**src/rtl/shift_pkg.sv**
```systemverilog
// Shared definitions for the shift datapath: direction codes, deserializer states
// and the shift-control encoding also used by shift_reg's sl/sr pins.
package shift_pkg;

    localparam logic DIR_MSB_FIRST = 1'b1;
    localparam logic DIR_LSB_FIRST = 1'b0;

    typedef enum logic {
        IDLE  = 1'b0,
        SHIFT = 1'b1
    } deser_state_e;

    // {sr, sl} as driven into shift_reg
    typedef enum logic [1:0] {
        SH_HOLD  = 2'b00,
        SH_LEFT  = 2'b01,
        SH_RIGHT = 2'b10,
        SH_LOAD  = 2'b11
    } shift_op_e;

    function automatic shift_op_e dir_to_op(input logic dir);
        return (dir == DIR_MSB_FIRST) ? SH_LEFT : SH_RIGHT;
    endfunction

endpackage

```
**src/rtl/deser_obuf.sv**
```systemverilog
// One-entry valid/ready output buffer for the deserializer, with a sticky flag
// raised when a completed word arrives while the buffered one is still unconsumed.
module deser_obuf #(
    parameter int DATA_W = 4
) (
    input  logic              clk,
    input  logic              rst,
    input  logic              load,
    input  logic [DATA_W-1:0] din,
    output logic [DATA_W-1:0] p_out,
    output logic              p_valid,
    input  logic              p_ready,
    output logic              ovf
);

    always_ff @(posedge clk) begin
        if (rst) begin
            p_out   <= '0;
            p_valid <= 1'b0;
            ovf     <= 1'b0;
        end else if (load) begin
            // a consumer accepting in the same cycle frees the slot for the new word
            if (!p_valid || p_ready) begin
                p_out   <= din;
                p_valid <= 1'b1;
            end else begin
                ovf <= 1'b1;
            end
        end else if (p_valid && p_ready) begin
            p_valid <= 1'b0;
        end
    end

endmodule

```
**src/rtl/shift_deser.sv**
```systemverilog
// Serial-in / parallel-out receiver: assembles DATA_W bits MSB- or LSB-first
// and hands each finished word to a one-entry valid/ready buffer.
module shift_deser
    import shift_pkg::*;
#(
    parameter int DATA_W = 4
) (
    input  logic              clk,
    input  logic              rst,
    input  logic              s_in,
    input  logic              s_valid,
    input  logic              s_dir,
    input  logic              s_sof,
    output logic [DATA_W-1:0] p_out,
    output logic              p_valid,
    input  logic              p_ready,
    output logic              busy,
    output logic              ovf
);

    localparam int CNT_W = $clog2(DATA_W);

    deser_state_e      state, state_n;
    logic [CNT_W-1:0]  cnt, cnt_n, cnt_cur;
    logic [DATA_W-1:0] sh, sh_next;
    logic              dir_q, dir_use, first_bit, done;
    shift_op_e         op;

    always_comb begin
        state_n   = state;
        cnt_n     = cnt;
        first_bit = (state == IDLE) || s_sof;
        dir_use   = first_bit ? s_dir : dir_q;
        op        = dir_to_op(dir_use);
        sh_next   = (op == SH_LEFT) ? {sh[DATA_W-2:0], s_in} : {s_in, sh[DATA_W-1:1]};
        // a start-of-frame bit restarts the count, dropping any partial word
        cnt_cur   = first_bit ? '0 : cnt;
        done      = s_valid && (cnt_cur == CNT_W'(DATA_W - 1));
        if (s_valid) begin
            if (done) begin
                state_n = IDLE;
                cnt_n   = '0;
            end else begin
                state_n = SHIFT;
                cnt_n   = cnt_cur + CNT_W'(1);
            end
        end
    end

    always_ff @(posedge clk) begin
        if (rst) begin
            state <= IDLE;
            cnt   <= '0;
            sh    <= '0;
            dir_q <= DIR_MSB_FIRST;
            busy  <= 1'b0;
        end else begin
            state <= state_n;
            cnt   <= cnt_n;
            busy  <= (state_n == SHIFT);
            if (s_valid) begin
                sh <= sh_next;
                if (first_bit) dir_q <= s_dir;
            end
        end
    end

    // word boundary: the finished word is registered into the output buffer
    deser_obuf #(
        .DATA_W (DATA_W)
    ) u_obuf (
        .clk     (clk),
        .rst     (rst),
        .load    (done),
        .din     (sh_next),
        .p_out   (p_out),
        .p_valid (p_valid),
        .p_ready (p_ready),
        .ovf     (ovf)
    );

endmodule

```
**config.mk**
```make
export PLATFORM = sky130hd
export DESIGN_NAME = shift_deser
export DESIGN_NICKNAME = d
export VERILOG_FILES = /design/src/rtl/shift_pkg.sv /design/src/rtl/deser_obuf.sv /design/src/rtl/shift_deser.sv
export SDC_FILE = /design/constraint.sdc
export NUM_CORES = 1
export LEC_CHECK = 0
export BUFFER_PORTS_ARGS = -buffer_cell sky130_fd_sc_hd__buf_4
export CAP_MARGIN = 20
export CORE_MARGIN = 2
export CORE_UTILIZATION = 35
export CTS_CLUSTER_SIZE = 28
export DETAILED_ROUTE_END_ITERATION = 8
export PLACE_DENSITY_LB_ADDON = 0.05
export SLEW_MARGIN = 10
export SYNTH_ARGS = -nofsm -noshare
export SYNTH_HDL_FRONTEND = slang
export SYNTH_SLANG_ARGS = --single-unit
```
**constraint.sdc**
```tcl
create_clock -name clk -period 4.34 [get_ports clk]
set_clock_uncertainty 0.1 [all_clocks]
set_input_delay 0.434 -clock clk [delete_from_list [all_inputs] [get_ports clk]]
set_output_delay 0.434 -clock clk [all_outputs]
set_load 0.005 [all_outputs]
```
==> run summary, run 1 <==
The height of the chip came out at 44.77 um. The number of antenna diodes came out at 0. The ratio of final minimum period to clock period is 43.13%.

Walking the worst path, the cells encountered are and3b_2 -> ha_1 -> nand2_1 -> nor2_1 -> nor2_1 -> a211oi_1. The largest fanout of any net on the critical path is 8. The number of iterations in the first detailed-routing pass is 4. Max-cap violations in this run came to 0.

The share of synthesized flip-flops with an asynchronous set or reset came out at 0%. Among all flip-flop cells after synthesis, the most frequent one is sky130_fd_sc_hd__dfxtp_1. Among cell families on the critical path, the largest total delay comes from simple AND/OR/NAND/NOR gates.

The total buffers and inverters traversed by the critical path is 0. Once the floorplan was initialized, standard cells occupied 38.18% of the core. The proportion of netlist area held by the largest area contributor is 48.17%. The post-layout minimum cycle time is 1.872 ns.

The flow ran to the end, and the final reports show no timing, DRC or antenna violations. The number of enable flip-flop cells after synthesis came out at 0. The critical path starts at state$_SDFFE_PP0P_. The most numerous cell type found on the critical path is sky130_fd_sc_hd__nor2_1.

The source of the worst register-to-register timing path is state$_SDFFE_PP0P_. The number of port buffers came out at 13. The via count of the first global-routing pass came to 416. The number of buffers inserted during clock tree synthesis came out at 3.

Sorting the synthesized cells by how often they occur yields sky130_fd_sc_hd__nor2_1, sky130_fd_sc_hd__dfxtp_1, sky130_fd_sc_hd__a211oi_1. The pin count of the biggest net entering global routing is 18. The average wire per cell in the routed design came out at 11.36 um. The signed area change from the synthesized netlist to the final layout is 24.30%. Overall power consumption after layout is estimated at 0.2514 mW. The horizontal die dimension is 44.77 um. The average footprint of a synthesized cell is 9.538 um2. The share of synthesized area spent on multiplexers is approximately an eighth. The number of H-tree levels is 1. The buffers inserted during post-CTS setup optimization is 0. After clock tree synthesis, the clock-pin slew on the worst setup and hold paths is 0.08 ns. The placeable core area is 1524 um2. The count of hold-fix buffers inserted at cts came out at 0. The adder-cell area share of the yosys netlist is 2.151%. The xor/xnor cell area share of the yosys netlist came out at 0%. On the worst path, the slowest cell contributes a delay of about 0.43 ns. The share of layout cells above drive strength 1 is 28.00%. The simple-gate share of the synthesized area came out at between 10% and 20%. In the routed design, unresolved DRC markers number 0.

The clock reaches the later pin of the worst-skew pair after between 0.2 and 0.3 ns. The number of placement rows is 14. The number of antenna violations at the first check in global routing came out at 0. The critical path is of the reg2reg type. The maximum ir drop on the vdd rail came out at 0.1637 mV. The routed layout has 460 vias.

The number of pins with negative max-slew slack in the final report came to 0. The netlist uses 19 different library cells. The placer congestion estimate is about 0.69. Summed over all nets, the half-perimeter wirelength after detailed placement is between 700 and 800 um.

The standard cell with the maximum stage delay on the critical path is sky130_fd_sc_hd__dfxtp_1. The most frequently used cell type in the post-synthesis netlist is sky130_fd_sc_hd__nor2_1. The total I/O pin count came out at 14.

The clock passes through at most 2 buffers. The worst setup path is launched from a register. After synthesis, the largest family of logic cells by area is simple AND/OR/NAND/NOR gates. The data arrival time of the critical path came out at 1.96 ns. The library cell with the largest summed area after synthesis is sky130_fd_sc_hd__dfxtp_1. For this run, the total global-route usage over all layers was measured as between 10 and 15%. The starting DRC count in detailed routing is 6. Setup repair after global routing left no endpoint under its margin.

TritonCTS built the clock tree. STA classifies the critical path endpoint as a register. At the worst endpoint, the required time is 4.42 ns. The final wirelength is roughly 1.0 mm. The share of the synthesized area in compound gates (AO/OA/AOI/OAI) came out at 14.84%. The sequential cell area fraction in the yosys report is 48.17%. The first global-routing pass estimated about 1.7 mm of wire.

The tree is rooted in a sky130_fd_sc_hd__clkbuf_4. The total overflow left after global routing is 0. The count of endpoints failing setup in the final report came out at 0. The total negative slack for setup checks is 0 ns. The maximum operating frequency came out at between 0.5 and 0.6 GHz. The number of nets produced by synthesis is 69. The detail route stage leaves a number of antenna-violating nets equal to 0.

The number of synthesized register bits is 14. In this run the worst hold path is classified as in2reg. The total die area came out at about 2000 um2. The worst-margin pin slew came out at 0.4942 ns.

The detailed-route vias per instance came out at 5.055. The synthesized netlist cell count came out at 61. The number of cells upsized or downsized after cts came out at 0. The final-stage net count came out at 84. The post-synth design cell area came out at a little under 600 um2. By area the synthesized netlist is led by sky130_fd_sc_hd__dfxtp_1, sky130_fd_sc_hd__a211oi_1, sky130_fd_sc_hd__nor2_1.

The number of hold violations in the final report came out at 0. The power per unit of standard cell area came out at 347.6 nW/um2. The number of sinks handled by clock tree synthesis is 14. The worst hold path begins at rst. The yosys synthesis warning count is 0.

The worst pin sits at a relative slew slack of 66.93%. The standby leakage power is just over 0.3 nW.
==> cell families (layout without fill, tap and decap cells) <==
family | after synthesis | in the layout
and+or+nand+nor | 23 | 23
AOI/OAI and AO/OA | 13 | 13
muxes | 6 | 6
DFF | 14 | 14
adders and majority gates | 1 | 1
buffers and inverters | 4 | 18
==> worst register-to-register path: stages, from the launching register on <==
cell and delay, ns:
sky130_fd_sc_hd__dfxtp_1 0.43, sky130_fd_sc_hd__and3b_2 0.22, sky130_fd_sc_hd__ha_1 0.24, sky130_fd_sc_hd__nand2_1 0.09
sky130_fd_sc_hd__nor2_1 0.40, sky130_fd_sc_hd__nor2_1 0.08, sky130_fd_sc_hd__a211oi_1 0.23
==> worst paths after layout <==
kind | to | slack [ns] | cells past startpoint
max | u_obuf.p_out[2]$_SDFFE_PP0P_ | 2.47 | 6
min | cnt[1]$_SDFFE_PP0P_ | 0.33 | 2
max reg2reg | u_obuf.p_out[2]$_SDFFE_PP0P_ | 2.47 | 6
min reg2reg | cnt[1]$_SDFFE_PP0P_ | 0.37 | 2
==> registers in the layout (all words and copies together), names as in the netlist <==
signal / flops
dir_q: 1
state: 1
cnt: 2
u_obuf.p_valid: 1
u_obuf.ovf: 1
u_obuf.p_out: 4
sh: 4
==> power by group <==
group | switching [mW] | internal (mW) | total [mW] | leakage, nW
Sequential | 0.00368 | 0.133 | 0.137 | 0.115
Clock | 0.0392 | 0.0509 | 0.0902 | 0.0210
Combinational | 0.0117 | 0.0127 | 0.0244 | 0.166
==> routing by layer <==
| metal | wire length [um] | track usage [%] |
|---|---|---|
| met5 | 0 | 0 |
| met4 | 5 | 7.059 |
| met3 | 28 | 3.600 |
| met2 | 449 | 17.68 |
| met1 | 550 | 16.00 |
==> metrics by stage <==
| step | cells | instance area [um2] | util (%) | hold WS (ns) | setup WS [ns] |
|---|---|---|---|---|---|
| after global placement | 87 | 686.9 | 45.07 | 0.3593 | 2.365 |
| after detailed placement | 87 | 686.9 | 45.07 | 0.3634 | 2.320 |
| after floorplan | 61 | 581.8 | - | 0.3453 | 2.679 |
| after global routing | 91 | 723.2 | 47.45 | 0.3288 | 2.222 |
| after CTS | 91 | 723.2 | 47.45 | 0.3295 | 2.472 |
| final | 91 | 723.2 | 47.45 | 0.3320 | 2.468 |
==> layout by cell type, fill, tap and decap left out <==
cell type and count:
sky130_fd_sc_hd__nand3b_1 1, sky130_fd_sc_hd__nor2b_1 1, sky130_fd_sc_hd__and3b_2 1, sky130_fd_sc_hd__o21ai_0 1, sky130_fd_sc_hd__or2_2 1, sky130_fd_sc_hd__clkbuf_4 3, sky130_fd_sc_hd__mux2i_1 5, sky130_fd_sc_hd__buf_4 13
sky130_fd_sc_hd__ha_1 1, sky130_fd_sc_hd__inv_1 1, sky130_fd_sc_hd__a31oi_1 1, sky130_fd_sc_hd__nor2_1 16, sky130_fd_sc_hd__mux2i_4 1, sky130_fd_sc_hd__dfxtp_1 14, sky130_fd_sc_hd__clkbuf_8 1, sky130_fd_sc_hd__a21oi_1 3
sky130_fd_sc_hd__nand2b_1 1, sky130_fd_sc_hd__a211oi_1 8, sky130_fd_sc_hd__nand2b_4 1, sky130_fd_sc_hd__nand2_1 1
==> final cells by class <==
type / count / area, um2
multi-input combinational: 43 / 285.3
tap: 16 / 20.02
clock buffer: 4 / 36.28
sequential: 14 / 280.3
fill: 150 / 800.8
inverter: 1 / 3.754
timing repair buffer: 13 / 97.59
Power figures use the tool's default switching activity.
==> run 2: changes to the inputs <==
- clock period: 4.34 -> 1.6 ns (I/O delays scaled with it)
==> run 2 against run 1 <==
  * Hold slack lost 0.28 ns
  * First-iteration DRC count down 50%
  * Non-clock buffer count grew 2
  * Worst setup slack got worse by 2.4 ns
  * Global-route usage is 1.5 points higher
  * Sequential power grew to 2.7 times the previous value
  * Highest routed layer unchanged
  * Sequential cell count did not move
  * Die area did not move
  * Wire length grew 7.1%
  * Critical endpoint is now u_obuf.p_out[3]$_SDFFE_PP0P_
  * Largest cell class unchanged
  * Power rose to 2.8 times the previous value
  * Final area up 3.6%
  * Critical path type unchanged
==> run summary, run 2 (same netlist as run 1, synthesis figures left out) <==
Result of the run: completed (unchanged). The standby leakage power is 0.3130 nW (was 0.3019 nW). The average wire per cell in the routed design is 11.90 um (was 11.36 um).

The number of buffers inserted during clock tree synthesis came out at 3 (unchanged). The number of sinks handled by clock tree synthesis is 14 (unchanged). The total number of vias is 460 (unchanged). The placer congestion estimate is 0.7312 (was 0.6937).

The worst max-slew margin expressed relative to the limit came to 81.37% (was 66.93%). The number of H-tree levels is 1 (unchanged). The horizontal die dimension came out at 44.77 um (unchanged). The pin count of the biggest net entering global routing is 18 (unchanged).

The type of origin of the critical path is a register (unchanged). Commonest cells after routing, fill and taps aside: sky130_fd_sc_hd__nor2_1, sky130_fd_sc_hd__buf_4, sky130_fd_sc_hd__dfxtp_1 (was sky130_fd_sc_hd__nor2_1, sky130_fd_sc_hd__dfxtp_1, sky130_fd_sc_hd__buf_4). The total power is 0.6931 mW (was 0.2514 mW).

The clock tree from TritonCTS was yes (unchanged). The count of hold-fix buffers inserted at cts is 0 (unchanged). The cell count after placement is 89 (was 87). The detailed-route DRC error count came to 0 (unchanged). The number of iterations in the first detailed-routing pass came out at 4 (unchanged). The worst min-delay path class is in2reg (unchanged). The detailed-route vias per instance came to 4.946 (was 5.055).

The overflow left after global routing was 0 (unchanged). The post-layout minimum cycle time was 1.496 ns (was 1.872 ns). Largest registers: sh (4), u_obuf.p_out (4), cnt (2) (unchanged). The worst setup path category was reg2reg (unchanged). The most common cell after layout, fill and taps aside was sky130_fd_sc_hd__nor2_1 (unchanged). The initial core utilization came out at 38.18% (unchanged). The maximum buffer depth of the clock tree is 2 (unchanged). The number of port buffers came out at 13 (unchanged). The data arrival time of the critical path is 1.60 ns (was 1.96 ns). The buffers inserted during post-CTS setup optimization is 0 (unchanged). The count of endpoints failing setup in the final report was 0 (unchanged). The number of pins with negative max-slew slack in the final report came out at 0 (unchanged). The final-stage net count came to 86 (was 84). The busiest metal layer after global routing is met2 (unchanged).

The global-route wire length before repair is 1.918 mm (was 1.738 mm). The global-route usage over all layers is 13.63% (was 12.17%). The height of the chip is 44.77 um (unchanged).

The master cell of the clock root buffer is sky130_fd_sc_hd__clkbuf_4 (unchanged). The starting DRC count in detailed routing is 3 (was 6). The largest fanout of any net on the critical path is 8 (unchanged). The total die area was 2004 um2 (unchanged). The met3 demand-to-capacity share in global routing came out at 6.000% (was 3.600%). The total I/O pin count came out at 14 (unchanged).

The number of nets still failing antenna checks after routing came to 0 (unchanged). The share of layout cells above drive strength 1 came to 33.77% (was 28.00%). The final wirelength is 1.107 mm (was 1.034 mm). The non-filler instance count after layout came out at 93 (was 91).

The category of the worst setup path capture point is a register (unchanged). The post-layout utilization of the core came out at 49.18% (was 47.45%). The ratio of final minimum period to clock period is 93.53% (was 43.13%).

The number of antenna violations at the first check in global routing came to 0 (unchanged). The placeable core area is 1524 um2 (unchanged). The max-capacitance violation count was 0 (unchanged). The number of antenna diodes is 0 (unchanged). The slack of the critical path came to 0.1035 ns (was 2.468 ns). The worst-margin pin slew came out at 0.2717 ns (was 0.4942 ns).

RSZ-0062 raised after global routing: true (was false). The power per unit of standard cell area came out at 924.8 nW/um2 (was 347.6 nW/um2). The post-CTS clock slew at the launch and capture registers of the worst setup and hold paths is 0.08 ns (about the same). The via count of the first global-routing pass came out at 404 (was 416). The setup slack at placement is 0.03952 ns (was 2.320 ns). The met1 routing resource usage after global routing came out at 18.11% (was 16.00%). The data required time at the worst endpoint came out at 1.70 ns (was 4.42 ns). The maximum operating frequency came to 0.6682 GHz (was 0.5342 GHz).

The number of placement rows is 14 (unchanged). The insertion delay to the later sink of the worst-skew pair came out at 0.28 ns (was 0.27 ns). The number of hold violations in the final report came to 0 (unchanged). The met2 layer usage reported by global route came out at 19.42% (was 17.68%). The signed area change from the synthesized netlist to the final layout came out at 28.82% (was 24.30%). The detailed-placement wirelength estimate is 802.1 um (was 719.5 um). The internal reg-to-reg setup slack came out at 0.10 ns (was 2.47 ns). The maximum ir drop on the vdd rail came out at 0.6860 mV (was 0.1637 mV).
[run 2: per-stage QoR]
stage / cell area, um2 / hold slack, ns / TNS (ns)
global route: 749.5 / 0.04706 / -0.007479
detailed placement: 701.9 / 0.3524 / 0
global placement: 701.9 / 0.3524 / 0
CTS: 738.2 / 0.04877 / 0
floorplan: 581.8 / 0.1328 / 0
finish: 749.5 / 0.04784 / 0
[run 2: worst max-delay path, stage by stage (launching register included)]
cell and delay (ns):
sky130_fd_sc_hd__dfxtp_4 0.38, sky130_fd_sc_hd__and3b_2 0.20, sky130_fd_sc_hd__ha_2 0.18, sky130_fd_sc_hd__nand2_1 0.07
sky130_fd_sc_hd__nor2_1 0.10, sky130_fd_sc_hd__buf_4 0.16, sky130_fd_sc_hd__nor2_1 0.05, sky130_fd_sc_hd__a211oi_1 0.19
[run 2: path summary, 6_finish.rpt]
| path | from | endpoint | cells past startpoint |
|---|---|---|---|
| setup / recovery | state$_SDFFE_PP0P_ | u_obuf.p_out[3]$_SDFFE_PP0P_ | 7 |
| hold / removal | rst | u_obuf.p_out[2]$_SDFFE_PP0P_ | 2 |
| setup reg to reg | state$_SDFFE_PP0P_ | u_obuf.p_out[3]$_SDFFE_PP0P_ | 7 |
| hold reg to reg | cnt[1]$_SDFFE_PP0P_ | cnt[1]$_SDFFE_PP0P_ | 2 |
[run 2: timing repair]
action	CTS	global route
endpoints found under the setup margin	0	4
resized for setup	0	4
endpoints found under the hold margin	0	0
[run 2: where the power goes]
| group | internal, mW | switching (mW) | leakage (nW) |
|---|---|---|---|
| registers | 0.361 | 0.00974 | 0.115 |
| clock network | 0.138 | 0.116 | 0.0210 |
| logic | 0.0346 | 0.0337 | 0.177 |
| total | 0.534 | 0.159 | 0.313 |
[run 2: cell type report]
cell class / count / area (um2)
clock buffers: 4 / 36.28
fillers: 156 / 774.5
inverters: 1 / 3.754
multi-input cells: 43 / 292.8
flip-flops and latches: 14 / 284.0
well taps: 16 / 20.02
repair buffers: 15 / 112.6
[run 2: routing by layer]
layer / part of all wire (%) / vias to the layer above
li1: - / 243
met1: 51 / 204
met2: 44 / 11
met3: 4.5 / 2
met4: 0.81 / 0
met5: 0 / -
